===== src/rtl/cpu_bus_serializer.sv =====
// Serializes a parallel CPU read/write onto a PORT_W pin bus as ADDR, CMD, WDATA, WAIT, RDATA beats.
// Latency accept->ack: AB+1+DB+W+1 cycles. The device stalls via pin_ready in WAIT; the CPU holds until cpu_ack.
module cpu_bus_serializer #(
    parameter int ADDR_W  = 32,
    parameter int DATA_W  = 32,
    parameter int PORT_W  = 8,
    parameter int TIMEOUT = 15
) (
    input  logic              clk,
    input  logic              rst,
    input  logic              cpu_req,
    input  logic              cpu_we,
    input  logic [ADDR_W-1:0] cpu_addr,
    input  logic [DATA_W-1:0] cpu_wdata,
    output logic [DATA_W-1:0] cpu_rdata,
    output logic              cpu_ack,
    output logic              cpu_err,
    output logic              cpu_busy,
    output logic [PORT_W-1:0] pin_addr,
    output logic              pin_frame,
    output logic              pin_we,
    output logic [PORT_W-1:0] pin_dout,
    output logic [PORT_W-1:0] pin_oe,
    input  logic [PORT_W-1:0] pin_din,
    input  logic              pin_ready
);

    localparam int AB  = ADDR_W / PORT_W;
    localparam int DB  = DATA_W / PORT_W;
    localparam int MB  = (AB > DB) ? AB : DB;
    localparam int BCW = (MB > 1) ? $clog2(MB) : 1;
    localparam int WCW = (TIMEOUT > 1) ? $clog2(TIMEOUT) : 1;

    localparam logic [BCW-1:0] A_LAST = BCW'(AB - 1);
    localparam logic [BCW-1:0] D_LAST = BCW'(DB - 1);
    localparam logic [WCW-1:0] W_LAST = WCW'((TIMEOUT > 0) ? TIMEOUT - 1 : 0);

    localparam logic [2:0] S_IDLE  = 3'd0;
    localparam logic [2:0] S_ADDR  = 3'd1;
    localparam logic [2:0] S_CMD   = 3'd2;
    localparam logic [2:0] S_WDATA = 3'd3;
    localparam logic [2:0] S_WAIT  = 3'd4;
    localparam logic [2:0] S_RDATA = 3'd5;
    localparam logic [2:0] S_DONE  = 3'd6;

    logic [2:0]        state, state_nxt;
    logic [BCW-1:0]    beat;
    logic [WCW-1:0]    wait_cnt;
    logic              we_q, err_q, timeout_hit;
    logic [ADDR_W-1:0] addr_q;
    logic [DATA_W-1:0] wdata_q, rdata_q;

    always_comb begin
        state_nxt   = state;
        timeout_hit = 1'b0;
        case (state)
            S_IDLE:  if (cpu_req) state_nxt = S_ADDR;
            S_ADDR:  if (beat == A_LAST) state_nxt = S_CMD;
            S_CMD:   state_nxt = we_q ? S_WDATA : S_WAIT;
            S_WDATA: if (beat == D_LAST) state_nxt = S_WAIT;
            S_WAIT: begin
                // Ready wins over a timeout landing in the same cycle.
                if (pin_ready) begin
                    state_nxt = we_q ? S_DONE : S_RDATA;
                end else if (TIMEOUT > 0 && wait_cnt == W_LAST) begin
                    state_nxt   = S_DONE;
                    timeout_hit = 1'b1;
                end
            end
            S_RDATA: if (beat == D_LAST) state_nxt = S_DONE;
            S_DONE:  state_nxt = S_IDLE;
            default: state_nxt = S_IDLE;
        endcase
    end

    always_ff @(posedge clk) begin
        if (rst) begin
            state    <= S_IDLE;
            beat     <= '0;
            wait_cnt <= '0;
            we_q     <= 1'b0;
            err_q    <= 1'b0;
            addr_q   <= '0;
            wdata_q  <= '0;
            rdata_q  <= '0;
        end else begin
            state    <= state_nxt;
            beat     <= (state_nxt != state) ? '0 : beat + 1'b1;
            wait_cnt <= (state == S_WAIT && state_nxt == S_WAIT) ? wait_cnt + 1'b1 : '0;
            if (state == S_IDLE && cpu_req) begin
                we_q    <= cpu_we;
                addr_q  <= cpu_addr;
                wdata_q <= cpu_wdata;
                rdata_q <= '0;
                err_q   <= 1'b0;
            end
            if (timeout_hit) err_q <= 1'b1;
            if (state == S_RDATA) rdata_q[int'(beat)*PORT_W +: PORT_W] <= pin_din;
        end
    end

    assign cpu_busy  = (state != S_IDLE);
    assign cpu_ack   = (state == S_DONE);
    assign cpu_err   = cpu_ack && err_q;
    assign cpu_rdata = (cpu_ack && !we_q && !err_q) ? rdata_q : '0;
    assign pin_frame = (state != S_IDLE) && (state != S_DONE);
    assign pin_we    = we_q && (state == S_CMD || state == S_WDATA || state == S_WAIT);
    assign pin_addr  = (state == S_ADDR) ? addr_q[int'(beat)*PORT_W +: PORT_W] : '0;
    assign pin_dout  = (state == S_WDATA) ? wdata_q[int'(beat)*PORT_W +: PORT_W] : '0;
    assign pin_oe    = (state == S_WDATA) ? '1 : '0;

endmodule

===== config.mk =====
export PLATFORM = sky130hd
export DESIGN_NAME = cpu_bus_serializer
export DESIGN_NICKNAME = d
export VERILOG_FILES = /design/src/rtl/cpu_bus_serializer.sv
export SDC_FILE = /design/constraint.sdc
export NUM_CORES = 1
export LEC_CHECK = 0
export BUFFER_PORTS_ARGS = -buffer_cell sky130_fd_sc_hd__buf_2
export CAP_MARGIN = 20
export CORE_ASPECT_RATIO = 2
export CORE_MARGIN = 2
export CORE_UTILIZATION = 55
export DETAILED_ROUTE_END_ITERATION = 12
export PLACE_DENSITY = 0.8
export SETUP_SLACK_MARGIN = 0.05
export SLEW_MARGIN = 25
export SYNTH_ARGS = -nofsm -noshare
export SYNTH_HDL_FRONTEND = slang
export SYNTH_SLANG_ARGS = --single-unit

===== constraint.sdc =====
create_clock -name clk -period 4 [get_ports clk]
set_input_delay 0.2 -clock clk [delete_from_list [all_inputs] [get_ports clk]]
set_output_delay 0.2 -clock clk [all_outputs]
set_load 0.02 [all_outputs]

**After elaboration in Yosys (flattened, before gate mapping)**

Cells that the tools add are included.

- Shifts and indexed selects: 4
- Bitwise operators: 1
- Reductions and logical operators: 16
- Equal/unequal tests: 11
- Add/subtract/negate cells: 3
- Multiplexer cells: 22

Operators with widths:

| cell | number |
|---|---|
| $mux 32 | 4 |
| $shiftx 32x6->8 | 2 |
| $neg 5->33 | 1 |
| $shift 8x33->32 const A | 1 |
| $shiftx 8x33->32 | 1 |
| $bwmux 32 | 1 |
| $mux 8 | 3 |
| $mux 3 | 7 |
| $pmux 3 s6 | 1 |
| $eq 3x3->1 const B | 4 |
| $logic_and 1x1->1 | 7 |
| $eq 3x2->1 const B | 2 |
| $mux 1 | 5 |
| $add 4x1->4 const B | 1 |
| $eq 4x4->1 const B | 1 |
| $reduce_or 2->1 | 2 |
| $eq 3x1->1 const B | 1 |
| $logic_not 3->1 | 1 |
| $ne 3x3->1 | 1 |
| $ne 3x3->1 const B | 1 |
| $reduce_bool 3->1 | 1 |
| $add 2x1->2 const B | 1 |
| $eq 2x2->1 const B | 1 |
| $logic_not 1->1 | 2 |
| 4 further kinds | 5 |

- Input bits: 77
- Word-level logic and storage cells: 65
- Bits in registers: 107

**Longest topological paths before layout**

- Depth in word-level cells: 8
- Mapped depth: 8
- Gate-level depth less buffers: 5

**Worst setup path before layout**

OpenSTA, ideal clock, no wires.

- Path kind: register to register
- Start: register beat[1]
- End: register rdata_q[24]
- Buffers on the path: 2
- Cell stages (with the launch flop): 8
- Required time: 3.930 ns
- Path slack: 1.939 ns
- Data arrival time: 1.991 ns
- Cells stage by stage: dfxtp_1 > clkbuf_1 > buf_2 > inv_1 > ha_1 > nand2b_1 > nor4b_4 > o2bb2ai_1

- Longest elaborated chain between the ends: 4
- Elaborated cells between the ends (all ways): 5
- Classes of those cells: 1 x add/sub; 2 x shift; 2 x mux

Ends and longest elaborated chain:

| item | line | text |
|---|---|---|
| from (decl) | 47 | `logic [BCW-1:0] beat;` |
| from (signal assigned) | 88 | `beat <= (state_nxt != state) ? '0 : beat + 1'b1;` |
| $neg 5->33 (*) | 98 | `if (state == S_RDATA) rdata_q[int'(beat)*PORT_W +: PORT_W] <= pin_din;` |
| $shiftx 8x33->32 or $shift 8x33->32 (tied branches) | 98 |  |
| $bwmux 32 (*) | 98 |  |
| $mux 32 (*) | 98 |  |
| to (signal, indexed assignment) | 98 |  |
| to (decl) | 51 | `logic [DATA_W-1:0] wdata_q, rdata_q;` |

Mark *: on every way between the ends. The rest lies on a longest branch, timed or not.
A chain may end at the register's enable or synchronous reset.

**Final worst setup path**

- Start: register state[1]
- End: output port pin_oe[0]

- Longest elaborated chain between the ends: 2

Ends and longest elaborated chain:

| item | line | text |
|---|---|---|
| from (decl) | 46 | `logic [2:0] state, state_nxt;` |
| from (signal assigned) | 87 | `state <= state_nxt;` |
| $eq 3x2->1 | 110 | `assign pin_oe = (state == S_WDATA) ? '1 : '0;` |
| $mux 8 | 110 |  |
| to (decl) | 23 | `output logic [PORT_W-1:0] pin_oe,` |

No other way between the ends.

==> results_dict.tcl <==
set metrics [dict create \
    status "finished clean" \
    seq_area_mm2 0.00214 \
    fin_setup_tns_ns 0 \
    synth_warnings 0 \
    crit_type "flip-flop to output pin" \
    start_util_pct 56.4 \
    drc_errors 0 \
    nets 745 \
    dp_hpwl_mm 8.60 \
    synth_top_family_by_area "simple AND/OR/NAND/NOR gates" \
    drt-pass1-iter-count 5 \
    rows 49 \
    place.gp.congestion 0.863 \
    cp_cell_sequence "nor2b_1 > nand2_1 > inv_1 > buf_2" \
    rsz0062_at_grt "false" \
    regToRegSetupSlack_ns 1.48 \
    ys_types 45 \
    cts_buffers 9 \
    reg2reg_depth 4 \
    finClkSkew_ns 0.00914 \
    worstSetupStartpointType "flip-flop" \
    clk_path_buf_depth 2 \
    cp.arrival_ns 2.38 \
    cts-htree-levels 3 \
    crit_start "state[1]" \
    drv_cap 0 \
    avgSynthCellArea_um2 9.09 \
    final_antenna_net_count 0 \
    finalCritPeriodShare_pct 64.5 \
    gr-usage-met3_pct 4.06 \
    cts_tree "done" \
    synth.area.top_cells "dfxtp_1, nand2_1, a21oi_1, mux4_2, and2_1" \
    max_stage_delay_ns 0.84 \
    synth_top_area_cell "dfxtp_1" \
    synthArstFlopShare_pct 0 \
    critical_path_required_ns 3.80 \
    numPortBuffers 137 \
    synth_mux_area_share_pct 7.78 \
    cts_root_buf "clkbuf_16" \
    fp.dieArea_mm2 0.0100 \
    min_path_type "primary input to flip-flop" \
    synth_seq_cells 107 \
    holdPathStages 3 \
    multi_input_area_mm2 0.00257 \
    met2_usage_pct 44.6 \
    post-synth-top-count-cell "nand2_1" \
    cp_slowest_cell "dfxtp_1" \
    regToRegStartpoint "state[0]" \
    die_y_um 140 \
    fin_crit_ns 2.58 \
    grtUsageTotal_pct 24.2 \
    synthXorXnorAreaFrac_pct 0.347 \
    grt_busiest_layer "met2" \
    fillers 727 \
    synth-simple-area-share_pct 25.9 \
    n_antenna_cell 0 \
    tightest_slew_ns 0.990 \
    synthAdderAreaFrac_pct 1.98 \
    finalMaxSlewViolations 0 \
    grt_pass1_vias 4074 \
    ys.flop_type "dfxtp_1" \
    ys_seq_area_share_pct 42.4 \
    synth_compound_area_share_pct 14.9 \
    insertion_delay_ns 0.35 \
    post_drt_wl_per_cell_um 15.6 \
    finalHoldViolCount 0 \
    die-width_um 71.8 \
    cp-endpoint "pin_oe[0]" \
    powerDensity_mw_per_mm2 390 \
    final_area_mm2 0.00591 \
    areaGrowthSynthToFinish_pct 16.9 \
    ctsResizeCount 0 \
    dr_total_vias 4250 \
    synth-edff-count 0 \
    leakagePower_nw 2.53 \
    clock_sinks 107 \
    drt-total-wl_mm 11.9 \
    core_mm2 0.00895 \
    place_area_mm2 0.00560 \
    ios 138 \
    use_met1_pct 26.6 \
    grt_overflow 0 \
    grt_pass1_wl_mm 19.2 \
    cts_setup_buffers 0 \
    syn-num-nets 641 \
    via_per_inst 5.54 \
    antenna_found_initial 0 \
    max_freq_mhz 388 \
    synthTopCellsByCount "nand2_1, dfxtp_1, a21oi_1, and2_1, nand2b_1" \
    postSynthCellCount 556 \
    finalSetupViolCount 0 \
    critPathMaxFanout 18 \
    drive_above_1_share_pct 27.1 \
    synth_top_area_share_pct 42.4 \
    grt_max_degree 68 \
    ir_drop_mv 0.293 \
    syn_area_mm2 0.00505 \
    cp-end-kind "output pin" \
    cts_hold_buffers 0 \
    drt-initial-drc-count 171 \
    relSlewSlack_pct 33.9 \
    r2r_end "addr_q[30]" \
    cts.reportedPaths.clkPinSlew_ns 0.07 \
]
sequential cells by signal (all words and copies together), names as in the netlist:
| register | count |
|---|---|
| addr_q | 32 |
| beat | 2 |
| err_q | 1 |
| rdata_q | 32 |
| state | 3 |
| wait_cnt | 4 |
| wdata_q | 32 |
| we_q | 1 |
worst min-delay path by stage:
stage | start | end | slack [ns]
6_report | cpu_addr[20] | addr_q[20] | 0.09
5_1_grt | cpu_wdata[20] | wdata_q[20] | 0.09
3_3_place_gp | addr_q[15] | addr_q[15] | 0.44
3_5_place_dp | addr_q[13] | addr_q[13] | 0.44
2_1_floorplan | pin_din[2] | rdata_q[10] | 0.32
4_1_cts | cpu_addr[26] | addr_q[26] | 0.08
area by class of cell:
| class | count | share of cell area (%) |
|---|---|---|
| well taps | 102 | 2.16 |
| multi-input cells | 392 | 43.5 |
| inverters | 7 | 0.445 |
| clock buffers | 10 | 4.05 |
| clock inverters | 6 | 1.17 |
| flip-flops and latches | 107 | 36.3 |
| repair buffers | 143 | 12.4 |
metrics by stage:
step | power [mW] | setup slack, ns | hold WS [ns] | util, % | instances
2_1_floorplan | 1.34 | 1.94 | 0.317 | - | 556
3_3_place_gp | 1.41 | 1.62 | 0.437 | 62.5 | 751
3_5_place_dp | 1.42 | 1.54 | 0.443 | 62.5 | 751
4_1_cts | 2.32 | 1.39 | 0.0799 | 65.9 | 767
5_1_grt | 2.39 | 1.26 | 0.0900 | 66.0 | 767
6_report | 2.30 | 1.42 | 0.0862 | 66.0 | 767
critical path: cells and delay by family (launching register included):
kind,cells,cell delay [ns]
flops,1,0.84
buf+inv,2,0.38
simple gates,2,0.81
logic make-up after synthesis:
group,count (synthesis)
muxes,17
adders and majority gates,8
DFF,107
and+or+nand+nor,251
buffers and inverters,57
xor gates and xnor gates,2
AOI/OAI and AO/OA,114
metal layers:
| metal | up-vias | part of all wire [%] |
|---|---|---|
| met2 | 148 | 55 |
| met5 | - | 0 |
| met1 | 1972 | 37 |
| met4 | 0 | 2.6 |
| met3 | 23 | 5.8 |
| li1 | 2107 | - |
where the power goes:
| part | switching [mW] | internal (mW) | leakage, nW | total (mW) |
|---|---|---|---|---|
| Combinational | 0.149 | 0.111 | 1.51 | 0.260 |
| Sequential | 0.0282 | 1.11 | 0.872 | 1.14 |
| Clock | 0.398 | 0.508 | 0.150 | 0.907 |
| Total | 0.576 | 1.73 | 2.53 | 2.30 |
cell usage in the layout, fill, tap and decap left out, drive strengths merged, types with 2 or more instances in the layout:
cell,instances
buf,143
nand2,136
dfxtp,107
a21oi,72
and2,34
nand2b,27
o2bb2ai,24
mux4,16
nor2b,10
clkbuf,10
inv,10
and3,8
a22o,8
ha,8
nor4,7
nand3,6
nor2,5
nor4b,3
nand4b,3
nor3,3
nor3b,2
o21a,2
and4b,2
Note: power is estimated with default switching activity, not from simulation.
